==> src/rtl/pipe_adder_hs.sv <==
// Pipelined WIDTH-bit adder/subtractor: one CW-bit chunk per stage, carry rippled
// through stage registers, valid/ready handshake with whole-pipe stall.

module pipe_adder_hs_stage #(
  parameter int WIDTH = 8,
  parameter int CW    = 4,
  parameter int IDX   = 0
) (
  input  logic             clk,
  input  logic             rst_n,
  input  logic             en_i,
  input  logic             vld_i,
  input  logic [WIDTH-1:0] a_i,
  input  logic [WIDTH-1:0] b_i,
  input  logic [WIDTH-1:0] s_i,
  input  logic             c_i,
  output logic             vld_o,
  output logic [WIDTH-1:0] a_o,
  output logic [WIDTH-1:0] b_o,
  output logic [WIDTH-1:0] s_o,
  output logic             c_o,
  output logic             ovf_o
);
  localparam int LO = IDX * CW;

  logic [CW:0]      sum;
  logic [WIDTH-1:0] s_d;
  logic             ovf_d;

  logic             vld_q;
  logic [WIDTH-1:0] a_q, b_q, s_q;
  logic             c_q, ovf_q;

  assign sum = {1'b0, a_i[LO +: CW]} + {1'b0, b_i[LO +: CW]} + {{CW{1'b0}}, c_i};

  // Only the last stage's ovf is consumed; there the MSB of s_d is final.
  always_comb begin
    s_d          = s_i;
    s_d[LO +: CW] = sum[CW-1:0];
    ovf_d        = (a_i[WIDTH-1] == b_i[WIDTH-1]) && (s_d[WIDTH-1] != a_i[WIDTH-1]);
  end

  always_ff @(posedge clk or negedge rst_n) begin
    if (!rst_n) begin
      vld_q <= 1'b0;
      a_q   <= '0;
      b_q   <= '0;
      s_q   <= '0;
      c_q   <= 1'b0;
      ovf_q <= 1'b0;
    end else if (en_i) begin
      vld_q <= vld_i;
      // Bubbles leave the data untouched so results stay stable and never X.
      if (vld_i) begin
        a_q   <= a_i;
        b_q   <= b_i;
        s_q   <= s_d;
        c_q   <= sum[CW];
        ovf_q <= ovf_d;
      end
    end
  end

  assign vld_o = vld_q;
  assign a_o   = a_q;
  assign b_o   = b_q;
  assign s_o   = s_q;
  assign c_o   = c_q;
  assign ovf_o = ovf_q;

  logic unused_ok;
  assign unused_ok = ^s_i[LO +: CW];
endmodule

module pipe_adder_hs #(
  parameter int WIDTH  = 8,
  parameter int STAGES = 2
) (
  input  logic             clk,
  input  logic             rst_n,
  input  logic             in_valid,
  output logic             in_ready,
  input  logic [WIDTH-1:0] a,
  input  logic [WIDTH-1:0] b,
  input  logic             c,
  input  logic             sub,
  output logic             out_valid,
  input  logic             out_ready,
  output logic [WIDTH-1:0] s,
  output logic             cy,
  output logic             ovf
);
  localparam int CW = WIDTH / STAGES;

  generate
    if (WIDTH < 1 || STAGES < 1 || (WIDTH % STAGES) != 0) begin : g_bad_cfg
      $error("pipe_adder_hs: WIDTH must be >= 1 and divisible by STAGES");
    end
  endgenerate

  // Index 0 is the conditioned input; index k is the register of stage k.
  logic [STAGES:0]            vld_pipe;
  logic [STAGES:0]            c_pipe;
  logic [STAGES:0][WIDTH-1:0] a_pipe, b_pipe, s_pipe;
  logic [STAGES:1]            ovf_pipe;
  logic                       stall;

  assign stall = vld_pipe[STAGES] && !out_ready;

  // Subtract as a + ~b + ~c: borrow-in inverts into carry-in, cy reads as NOT borrow.
  assign vld_pipe[0] = in_valid;
  assign a_pipe[0]   = a;
  assign b_pipe[0]   = sub ? ~b : b;
  assign c_pipe[0]   = sub ? ~c : c;
  assign s_pipe[0]   = '0;

  genvar k;
  generate
    for (k = 1; k <= STAGES; k++) begin : g_stage
      pipe_adder_hs_stage #(
        .WIDTH (WIDTH),
        .CW    (CW),
        .IDX   (k - 1)
      ) u_stage (
        .clk   (clk),
        .rst_n (rst_n),
        .en_i  (!stall),
        .vld_i (vld_pipe[k-1]),
        .a_i   (a_pipe[k-1]),
        .b_i   (b_pipe[k-1]),
        .s_i   (s_pipe[k-1]),
        .c_i   (c_pipe[k-1]),
        .vld_o (vld_pipe[k]),
        .a_o   (a_pipe[k]),
        .b_o   (b_pipe[k]),
        .s_o   (s_pipe[k]),
        .c_o   (c_pipe[k]),
        .ovf_o (ovf_pipe[k])
      );
    end
  endgenerate

  assign in_ready  = !stall;
  assign out_valid = vld_pipe[STAGES];
  assign s         = s_pipe[STAGES];
  assign cy        = c_pipe[STAGES];
  assign ovf       = ovf_pipe[STAGES];

  logic unused_ok;
  assign unused_ok = ^{a_pipe[STAGES], b_pipe[STAGES], ovf_pipe};
endmodule

==> config.mk <==
export PLATFORM = sky130hd
export DESIGN_NAME = pipe_adder_hs
export DESIGN_NICKNAME = d
export VERILOG_FILES = /design/src/rtl/pipe_adder_hs.sv
export SDC_FILE = /design/constraint.sdc
export NUM_CORES = 1
export LEC_CHECK = 0
export CORE_ASPECT_RATIO = 0.75
export CORE_MARGIN = 3
export CORE_UTILIZATION = 25
export CTS_CLUSTER_DIAMETER = 100
export CTS_CLUSTER_SIZE = 14
export DETAILED_ROUTE_END_ITERATION = 10
export PLACE_DENSITY = 0.52
export SLEW_MARGIN = 0
export SYNTH_ARGS = -nofsm -noshare
export SYNTH_HDL_FRONTEND = slang
export SYNTH_SLANG_ARGS = --single-unit
==> constraint.sdc <==
create_clock -name clk -period 1.49 [get_ports clk]
set_input_delay 0.149 -clock clk [delete_from_list [all_inputs] [get_ports clk]]
set_output_delay 0.149 -clock clk [all_outputs]
set_load 0.01 [all_outputs]
Yosys cells after proc, flatten, opt, wreduce, memory -nomap -nowiden --
Cells that the tools add are included.
Word-level totals: flip-flop bits (word level) 33, input bits 22, output and inout bits 12, word-level logic and storage cells 26
Cells by class: add/sub/neg operators 4, eq/ne operators 2, mux-type cells 2, bitwise operators 3, reduce and logical (&&, ||, !) cells 6
Operator list (number):
- 4-bit by 4-bit adder with 5-bit output | 2
- 5-bit by 1-bit adder with 5-bit output | 2
- 8-bit two-way mux | 1
- 8-bit NOT | 1
- 2-bit AND reduction | 2
- 1-bit logical AND | 2
- 1-bit logical NOT | 2
- 1-bit NOT | 2
- 1-bit == test | 1
- 1-bit two-way mux | 1
- 1-bit != test | 1

Depth between registers and ports, before layout --
depth in word-level cells 4, gate-level depth with buffers 7, mapped depth without buffers 6

Hierarchy --
A second synthesis with hierarchy kept.
Second synthesis, totals: cell total of the unflattened synthesis 183, area total of the unflattened synthesis 2439.8 µm²
By module, submodules not included:
- pipe_adder_hs_stage (g_stage[1].u_stage) | instances 1, cells each 87, area an instance 1176.1 µm²
- pipe_adder_hs_stage (g_stage[2].u_stage) | instances 1, cells each 84, area an instance 1163.6 µm²
- pipe_adder_hs | instances 1, cells each 12, area an instance 100.1 µm²

Least setup slack after synthesis --
Ideal clock, no wire load.
path kind in2reg, start input port sub, end register g_stage[1].u_stage.c_q, library setup time 0.129 ns, arrival time 1.704 ns, data required time 1.361 ns, path slack -0.343 ns, cell stages on the path 7, path buffers 1, cell sequence buf_2 xor2_1 fa_1 fa_1 a21o_1 a21oi_1 o21ai_0
On the way: word-level cells in the longest chain between the ends 3, elaborated cells on any way between the ends 4
RTL lines:
- from (decl) | RTL line 86 | input logic sub,
- 8-bit two-way mux | RTL line 113 | assign b_pipe[0] = sub ? ~b : b;
- 4-bit by 4-bit adder with 5-bit output | RTL line 34 | assign sum = {1'b0, a_i[LO +: CW]} + {1'b0, b_i[LO +: CW]} + {{CW{1'b0}}, c_i};
- 5-bit by 1-bit adder with 5-bit output (*) | RTL line 34
- to (signal assigned) | RTL line 58 | c_q <= sum[CW];
- to (decl) | RTL line 32 | logic c_q, ovf_q;
Every way passes the cells marked *; elsewhere a longest branch is shown, timed or not. A chain may end at the register's enable or synchronous reset.

Worst setup path after layout --
start register g_stage[1].u_stage.b_q[4], end register g_stage[2].u_stage.s_q[5]
On the way: word-level cells in the longest chain between the ends 2
RTL lines:
- from (decl) | RTL line 31 | logic [WIDTH-1:0] a_q, b_q, s_q;
- from (signal assigned) | RTL line 56 | b_q <= b_i;
- 4-bit by 4-bit adder with 5-bit output | RTL line 34
- 5-bit by 1-bit adder with 5-bit output | RTL line 34
- to (signal assigned) | RTL line 48 | s_q <= '0;
- to (signal assigned) | RTL line 57 | s_q <= s_d;
- to (decl) | RTL line 31
No other way between the ends.

==> run summary <==
run status -> finished clean
final hold vios -> 0
kind of critical path -> reg -> reg
Clock Latency Late Sink -> 280 ps
fin crit period -> 1490 ps
site row count -> 22
most frequent cells in the layout -> clkdlybuf4s50_1 (27), dfrtp_1 (25), o21ai_0 (14), mux2_2 (9), buf_4 (6)
Post-Syn Instances -> 111
Post-Route WL -> 3120 um
setup violators final -> 0
initial antenna violation count -> 0
Placed Area -> 1790 um^2
total track usage -> 10.2%
Crit path required time -> 1700 ps
commonest non-fill, non-tap cell in the layout -> clkdlybuf4s50_1
clock share of power -> 16.4%
Synth cell types -> 26
Yosys top cell by area -> dfrtp_1
Internal -> 1.71 mW
Fmax -> 671 MHz
antenna diode count -> 0
synthesized flop and latch total -> 25
Static Leak -> 0.802 nW
Hold Crit Class -> in -> async
Startpoint Class -> register
fin crit share -> 100%
via count -> 1,000
post-route ant nets -> 0
Sw Share -> 32.5%
slack of the worst reg-to-reg path -> 0.1 ps
TritonCTS clock tree -> built
WL/cell -> 13.9 um
CTS Hold Bufs -> 0
Mapped Nets -> 143
gr ovfl total -> 0
CTS buffer count -> 3
largest net degree at the start of global routing -> 26
iteration-0 DRC count of the detailed router -> 49
leading cell types by total area after synthesis -> dfrtp_1 (47%), mux2_2 (7.6%), o21ai_0 (7.1%)
CP Capture Type -> register
Layout Skew -> 12.5 ps
Final Power -> 2.54 mW
sequential-to-total area share from yosys stat -> 46.9%
Core Area -> 5010 um^2
Slew HR -> 77.8%
GPL Wtd Cong -> 0.898
worst-path fanout max -> 3
Slew @ Worst Pin -> 328 ps
Seq pwr share -> 40.5%
Pre-antenna DRT Iters -> 4
mean post-synth cell area -> 12.0 um^2
Ys Warns -> 0
sw power -> 0.827 mW
clock tree root buffer cell -> clkbuf_8
RSZ-0062 raised after global routing -> true
Layout area overhead -> 42.3%
top cell type's share of synthesized area -> 46.9%
layout cell share with drive strength beyond 1 -> 28.9%
chip width -> 90.3 um
R2R depth -> 4
CTS clk-pin slew, worst paths -> 100 ps
PortBufs -> 33
setup TNS -> 0 ps
Vias per Instance -> 4.46
Comb pwr share -> 43.1%
Boundary Pins -> 34
Cell Area, Synth -> 1330 um^2
Die ar. -> 6250 um^2
fin cells -> 224
max_cap viols -> 0
max-slew violation count -> 0
r2r endpoint -> g_stage[2].u_stage.s_o[5]
placed cell count -> 218
vias in the first global route -> 1,079
Starting Density -> 26.6%
CTS Buffer Depth -> 2
PwrDens -> 1340 nW/um^2
# DRC -> 0
DP Wirelength -> 2330 um
Clock Sink Count -> 25
Crit Reg-Reg Startpoint -> g_stage[1].u_stage.b_o[4]
H-Tree Depth -> 1
first-pass GRT wire length -> 5200 um
post-route cell area -> 1900 um^2
Hold Slack -> 228 ps
Nets -> 185
worst vdd ir -> 0.468 mV
Critical Path AT -> 1700 ps
DIE HEIGHT -> 69.2 um
-- registers in the layout, summed over array words and instances, names as in the netlist --
register / flops
g_stage.u_stage.b_o: 4
g_stage.u_stage.a_o: 4
g_stage.u_stage.vld_o: 2
g_stage.u_stage.ovf_o: 1
g_stage.u_stage.c_o: 2
g_stage.u_stage.s_o: 12
-- power groups by stage --
stage	combinational (mW)	sequential (mW)	clock, mW
6_report	1.10	1.03	0.417
3_5_place_dp	1.02	1.05	0
4_1_cts	1.05	1.03	0.423
5_1_grt	1.20	1.06	0.462
2_1_floorplan	0.490	1.08	0
3_3_place_gp	1.01	1.04	0
-- worst max path at each step --
stage	slack, ps	endpoint	depth (start not counted)	start
after floorplan	-180	g_stage[1].u_stage.c_o	7	sub
after global placement	-670	g_stage[1].u_stage.c_o	7	sub
after detailed placement	-720	g_stage[1].u_stage.c_o	7	sub
after CTS	-20	g_stage[1].u_stage.s_o[3]	7	b[1]
after global routing	-50	g_stage[2].u_stage.s_o[5]	4	g_stage[1].u_stage.b_o[4]
final	0.1	g_stage[2].u_stage.s_o[5]	4	g_stage[1].u_stage.b_o[4]
-- what timing repair did --
item	in CTS	in global routing
setup buffers	1	1
endpoints found under the setup margin	9	8
pin swaps	7	11
gates resized for setup	14	20
-- layer usage --
metal,global-route usage (%),routed length (um)
met2,17.4,1520
met5,0,0
met3,2.82,127
met1,12.4,1400
met4,3.40,70
-- cell families (layout without fill, tap and decap cells) --
kind of cell             after synthesis  after routing  share of synthesized area [%]
adder cells (fa/ha/maj)               10             10                           11.6
multiplexers                          11             11                           9.86
XOR/XNOR                              11             11                           7.23
AO/OA/AOI/OAI                         35             35                           15.1
buffers and inverters                  9             50                           3.57
flip-flops                            25             25                           46.9
AND/OR/NAND/NOR                       10             10                           5.63
-- metrics by stage --
stage	setup slack (ps)	util, %
final	0.143	37.9
after global routing	-48.4	37.9
after CTS	-16.8	36.8
after detailed placement	-720	35.6
after global placement	-673	35.6
after floorplan	-182	-
-- Yosys cell counts --
cell      instances
inv_1             5
ha_1              6
dfrtp_1          25
a211oi_1          2
xnor2_1           4
o21ai_0          19
nor3_1            2
a21o_1            2
buf_6             1
o41ai_1           1
clkbuf_1          1
mux2_4            2
nand3_1           2
a21boi_0          3
and3b_1           1
nand2_4           2
a21oi_1           6
xor2_1            7
nor2b_1           1
nor2b_4           1
o31ai_1           2
inv_6             1
mux2_2            9
nand2_1           1
fa_1              4
buf_2             1
-- area by class of cell --
| cell class | instances | area [um^2] |
|---|---|---|
| clock inverter | 1 | 7.51 |
| fill | 506 | 3110 |
| multi-input combinational | 77 | 721 |
| sequential | 25 | 626 |
| inverter | 6 | 27.5 |
| tap | 72 | 90.1 |
| clock buffer | 3 | 41.3 |
| timing repair buffer | 40 | 384 |
-- worst max-delay path: stages (launching register included) --
cell and delay [ps]:
dfrtp_1 410, fa_2 430, inv_2 70, fa_2 420
o21ai_1 110
No activity file was read; power rests on OpenSTA's default activity.
